File: src/rtl/clk_mon_pkg.sv
// Shared types and default parameters for the clock frequency monitor.
// Optional min/max tracking is enabled with CLK_MON_MINMAX_EN.
`timescale 1ns/1ps
package clk_mon_pkg;

  typedef enum logic [1:0] {
    IDLE,
    ARM,
    COUNT,
    REPORT
  } state_e;

  localparam int DEF_GATE_CYCLES    = 1000;
  localparam int DEF_COUNT_W        = 16;
  localparam int DEF_TIMEOUT_CYCLES = 64;
  localparam int DEF_MIN_EDGES      = 4;

endpackage

File: src/rtl/clk_mon_edge_sync.sv
// Three-flop synchronizer for an asynchronous level with a rising-edge
// pulse; at most one pulse per clk cycle.
`timescale 1ns/1ps
module clk_mon_edge_sync (
  input  logic clk,
  input  logic reset,
  input  logic sig,
  output logic rise
);

  logic [2:0] sync_q;

  always_ff @(posedge clk) begin
    if (reset) begin
      sync_q <= '0;
    end else begin
      sync_q <= {sync_q[1:0], sig};
    end
  end

  assign rise = sync_q[1] & ~sync_q[2];

endmodule

File: src/rtl/clk_freq_monitor.sv
// Gated edge counter measuring an async clock in the usb_clk domain.
// Define CLK_MON_MINMAX_EN to add min/max window tracking.
`timescale 1ns/1ps
module clk_freq_monitor
  import clk_mon_pkg::*;
#(
  parameter int GATE_CYCLES    = DEF_GATE_CYCLES,
  parameter int COUNT_W        = DEF_COUNT_W,
  parameter int TIMEOUT_CYCLES = DEF_TIMEOUT_CYCLES,
  parameter int MIN_EDGES      = DEF_MIN_EDGES
) (
  input  logic               usb_clk,
  input  logic               reset,
  input  logic               I_enable,
  input  logic               I_clk_mon,
`ifdef CLK_MON_MINMAX_EN
  input  logic               I_minmax_clr,
  output logic [COUNT_W-1:0] O_freq_min,
  output logic [COUNT_W-1:0] O_freq_max,
`endif
  output logic [COUNT_W-1:0] O_freq_count,
  output logic               O_freq_valid,
  output logic               O_clk_present,
  output logic               O_saturated
);

  localparam int GW = $clog2(GATE_CYCLES);
  localparam int TW = $clog2(TIMEOUT_CYCLES + 1);

  localparam logic [GW-1:0]      GATE_LAST = GW'(GATE_CYCLES - 1);
  localparam logic [TW-1:0]      TO_HIT    = TW'(TIMEOUT_CYCLES);
  localparam logic [COUNT_W-1:0] CNT_MAX   = '1;
  localparam logic [COUNT_W-1:0] CNT_MIN   = COUNT_W'(MIN_EDGES);

  state_e state, state_n;

  logic [GW-1:0]      gate_cnt;
  logic [COUNT_W-1:0] edge_cnt;
  logic [TW-1:0]      to_cnt;
  logic               rise;
  logic               to_hit;

  clk_mon_edge_sync u_sync (
    .clk   (usb_clk),
    .reset (reset),
    .sig   (I_clk_mon),
    .rise  (rise)
  );

  always_ff @(posedge usb_clk) begin
    if (reset) begin
      state <= IDLE;
    end else begin
      state <= state_n;
    end
  end

  always_comb begin
    state_n = state;
    unique case (state)
      IDLE:    if (I_enable) state_n = ARM;
      ARM:     state_n = I_enable ? COUNT : IDLE;
      COUNT: begin
        if (!I_enable) begin
          state_n = IDLE;
        end else if (gate_cnt == GATE_LAST) begin
          state_n = REPORT;
        end
      end
      REPORT:  state_n = I_enable ? ARM : IDLE;
      default: state_n = IDLE;
    endcase
  end

  // Counters only advance in COUNT; every other state clears them,
  // while REPORT still sees the final edge count for this cycle.
  always_ff @(posedge usb_clk) begin
    if (reset || state != COUNT) begin
      gate_cnt <= '0;
      edge_cnt <= '0;
    end else begin
      gate_cnt <= gate_cnt + 1'b1;
      if (rise && edge_cnt != CNT_MAX) begin
        edge_cnt <= edge_cnt + 1'b1;
      end
    end
  end

  always_ff @(posedge usb_clk) begin
    if (reset || state == IDLE || rise) begin
      to_cnt <= '0;
    end else if (to_cnt != TO_HIT) begin
      to_cnt <= to_cnt + 1'b1;
    end
  end

  assign to_hit = (to_cnt == TO_HIT);

  always_ff @(posedge usb_clk) begin
    if (reset) begin
      O_freq_count  <= '0;
      O_freq_valid  <= 1'b0;
      O_clk_present <= 1'b0;
      O_saturated   <= 1'b0;
    end else begin
      O_freq_valid <= (state == REPORT);
      if (state == REPORT) begin
        O_freq_count  <= edge_cnt;
        O_saturated   <= (edge_cnt == CNT_MAX);
        O_clk_present <= (edge_cnt >= CNT_MIN);
      end else if (to_hit) begin
        O_clk_present <= 1'b0;
      end
    end
  end

`ifdef CLK_MON_MINMAX_EN
  always_ff @(posedge usb_clk) begin
    if (reset || I_minmax_clr) begin
      O_freq_min <= CNT_MAX;
      O_freq_max <= '0;
    end else if (state == REPORT) begin
      if (edge_cnt < O_freq_min) O_freq_min <= edge_cnt;
      if (edge_cnt > O_freq_max) O_freq_max <= edge_cnt;
    end
  end
`endif

endmodule

File: config.mk
export PLATFORM = sky130hd
export DESIGN_NAME = clk_freq_monitor
export DESIGN_NICKNAME = d
export VERILOG_FILES = /design/src/rtl/clk_mon_pkg.sv /design/src/rtl/clk_mon_edge_sync.sv /design/src/rtl/clk_freq_monitor.sv
export SDC_FILE = /design/constraint.sdc
export NUM_CORES = 1
export LEC_CHECK = 0
export BUFFER_PORTS_ARGS = -buffer_cell sky130_fd_sc_hd__buf_2
export CAP_MARGIN = 20
export CORE_AREA = 5 5 105 107
export DETAILED_ROUTE_END_ITERATION = 6
export DIE_AREA = 0 0 110 112
export SYNTH_ARGS = -nofsm -noshare
export SYNTH_HDL_FRONTEND = slang
export SYNTH_HIERARCHICAL = 1
export SYNTH_SLANG_ARGS = --single-unit
File: constraint.sdc
create_clock -name usb_clk -period 2.3 [get_ports usb_clk]
set_input_delay 0 -clock usb_clk [delete_from_list [all_inputs] [get_ports usb_clk]]
set_output_delay 0 -clock usb_clk [all_outputs]
set_load 0.02 [all_outputs]
==> key figures <==
Hold path
  – Hold EP: u_sync/sync_q[0]
  – Worst hold stages: 2
  – Hold Crit Start: reset
  – HP Class: primary input to flop

Synth
  – Async SR Flop Fraction: 0
  – Syn avg cell area: 8.652 sq um
  – Commonest cells in the netlist: dfxtp_1 (57), nand2_1 (46), a21oi_1 (31)
  – Largest family of logic cells by synthesized area: simple AND/OR/NAND/NOR gates
  – Mux cell area share after synthesis: 0.004103
  – Top-count cell post-synth: dfxtp_1
  – Largest cells by area after synthesis: dfxtp_1 (47%), nand2_1 (7.1%), a21oi_1 (6.4%)
  – Xor and xnor fraction of the mapped netlist area: 0.04667
  – EDFF count, synth: 0
  – Post-Syn Instances: 282
  – Cell taking the most area after synthesis: dfxtp_1
  – Post-Synth Simple-Gate Area: 0.2815
  – Synth cell types: 46
  – Synthesized Nets: 291
  – Synth Warn #: 6
  – #FFs+latches synth: 57
  – Synth Area in Compound Gates: 0.1323
  – Register area share after synthesis: 0.4677
  – Top_reg_cell synth: dfxtp_1
  – Yosys top cell area share: 0.4677
  – Post-Syn Area: 2440 sq um
  – Synth Area in Adders: 0.02564

STA
  – Final Hold Viols: 0
  – Final TNS setup: 0 ns
  – Minimum clock period after layout: 1.983 ns
  – Rel. slew slack: 0.6021
  – Worst Hold Slack: 0.09283 ns
  – Pins Over Slew Limit: 0
  – Final setup viols: 0
  – Post-route clock skew: 0.01001 ns
  – FMAX: 504.2 MHz
  – Worst Tran Pin Value: 0.5969 ns
  – Crit share post-route: 0.8623
  – RSZ-0062 raised after global routing: no

GRT
  – Gr busiest metal: met2
  – Initial antenna violation count: 0
  – GR Util met1: 0.1075
  – GR Overflow Total: 0
  – Pin count of the biggest net entering global routing: 27
  – M3 GR Usage: 0.03130
  – Global-route wire length before repair: 8901 um
  – Vias in the first global route: 1,958
  – Met2 Use GR: 0.1460
  – Global Route Usage Sum: 0.09095

Layout
  – Antenna cells: 0
  – P&R area growth vs syn: 18.92%
  – Fillers: 1,077
  – Util after Layout: 0.2888
  – Final instance area: 2902 sq um
  – Final net count: 315
  – Fraction of layout cells with a size suffix above 1: 0.1576

Detailed routing
  – Post-DR vias/cell: 4.658
  – Routed via count: 2,082
  – 1st-iter DRT viols: 106
  – Routed Antenna Nets: 0
  – 1st-pass router iterations: 6
  – DRC viols: 0
  – Routed length per instance: 11.61 um
  – Detailed Route WL: 5189 um

Place
  – Port Buf Inserts: 22
  – DP Wirelength: 3610 um
  – GPL Wtd Cong: 0.8146
  – Post-DP Area: 2670 sq um

Setup path
  – Kind of critical path: flop to flop
  – Delay-heaviest family, CP: simple AND/OR/NAND/NOR gates
  – Reg-to-Reg Start: edge_cnt[0]
  – Crit path max fanout: 17
  – CP max stage cell: nor4_2
  – R2R Setup Slk: 0.32 ns
  – Buf/Inv on CP: 1
  – Worst-case reg-to-reg path depth: 6
  – Nature of the critical path endpoint: flop
  – Crit-path cells: ha_1 -> nand3_1 -> nor4_2 -> buf_4 -> o311ai_0 -> o41ai_1
  – Max incr delay on CP: 0.54 ns
  – Worst Path Required: 2.53 ns
  – Critical path arrival: 2.21 ns
  – RR Endpoint: edge_cnt[7]
  – Worst setup SP type: flop

Clock network
  – Total CTS buffers: 9
  – Root buf cell: clkbuf_8
  – Number of H-tree levels: 3
  – Post-CTS Setup Bufs: 0
  – Clock sinks: 57
  – Latest clock arrival within the worst-skew pair: 0.33 ns
  – Max Buffers Root-to-Sink: 2
  – Resize count post-CTS: 0
  – CTS tree: yes
  – Clock transition at path regs: 0.06 ns

Floorplan
  – Rows: 37
  – CORE AREA: 10,050 sq um
  – Initial Util: 0.2429
  – Die X: 110 um
  – Io pins: 23
  – Die height: 112 um
  – Die area: 12,320 sq um

Run
  – MaxCap Viol Count: 0

Outcome
  – Status: completed

Power and ir drop
  – Cell Pwr Density: 698.7 nW/um^2
  – Worst vdd ir: 175.1 uV
  – Pleak: 1.004 nW
## metal layers
metal,vias to the layer above,share of wire
met5,-,0
met4,0,0.012
met3,4,0.041
met2,45,0.49
met1,985,0.46
li1,1048,-
## kinds of logic (layout without fill, tap and decap cells)
family / Yosys count / count (layout)
adder cells (fa/ha/maj): 5 / 5
AND/OR/NAND/NOR: 130 / 130
buffers and inverters: 21 / 50
AO/OA/AOI/OAI: 55 / 55
flip-flops: 57 / 57
multiplexers: 1 / 1
XOR/XNOR: 13 / 13
## state kept, by name (all words and copies together) (netlist names)
register       count
O_saturated        1
O_freq_valid       1
edge_cnt          16
O_freq_count      16
to_cnt             7
state              2
gate_cnt          10
u_sync/sync_q      3
O_clk_present      1
## power by group
group          switching [mW]  internal, mW
combinational          0.0216        0.0135
clock                   0.387         0.608
sequential            0.00433         0.993
total                   0.413          1.61
## per-stage QoR
| stage | setup WS, ns | cells | power, mW |
|---|---|---|---|
| 6_report | 0.3168 | 447 | 2.027 |
| 5_1_grt | 0.07777 | 447 | 2.103 |
| 4_1_cts | 0.3176 | 447 | 2.060 |
| 3_5_place_dp | 0.3436 | 429 | 1.052 |
| 3_3_place_gp | 0.4218 | 429 | 1.051 |
| 2_1_floorplan | 0.5820 | 282 | 1.042 |
## repair_timing
item / 4_1_cts / 5_1_grt
endpoints found under the setup margin: 0 / 0
hold buffers: 2 / 0
endpoints found under the hold margin: 3 / 0
## worst max-delay path by stage
stage,start,depth (start not counted),to,slack (ns)
after floorplan,u_sync/sync_q[1],6,edge_cnt[11],0.58
after global placement,edge_cnt[0],6,edge_cnt[6],0.42
after detailed placement,edge_cnt[0],6,edge_cnt[7],0.34
after CTS,edge_cnt[0],6,edge_cnt[7],0.32
after global routing,edge_cnt[1],6,edge_cnt[7],0.08
final,edge_cnt[0],6,edge_cnt[7],0.32
## layout make-up
class | count | area (sq um) | area share
multi-input cells | 204 | 1196 | 0.4122
clock buffers | 11 | 131.4 | 0.04528
well taps | 136 | 170.2 | 0.05865
repair buffers | 28 | 160.2 | 0.05520
flip-flops and latches | 57 | 1141 | 0.3933
clock inverters | 5 | 80.08 | 0.02760
inverters | 6 | 22.52 | 0.007762
## cells in the final DEF (no fill, tap or decap), types with 4 or more instances in the layout
cell      instances
dfxtp_1          57
nand2_1          46
a21oi_1          31
buf_2            22
nor2_1           18
nand3_1          13
o21ai_0           9
clkbuf_8          9
xor2_1            7
inv_1             6
or3_1             6
xnor2_1           6
or4_1             6
nand4_1           5
nor4_1            5
ha_1              5
nand2b_1          4
o31ai_1           4
buf_4             4
(Power assumes the default switching activity.)
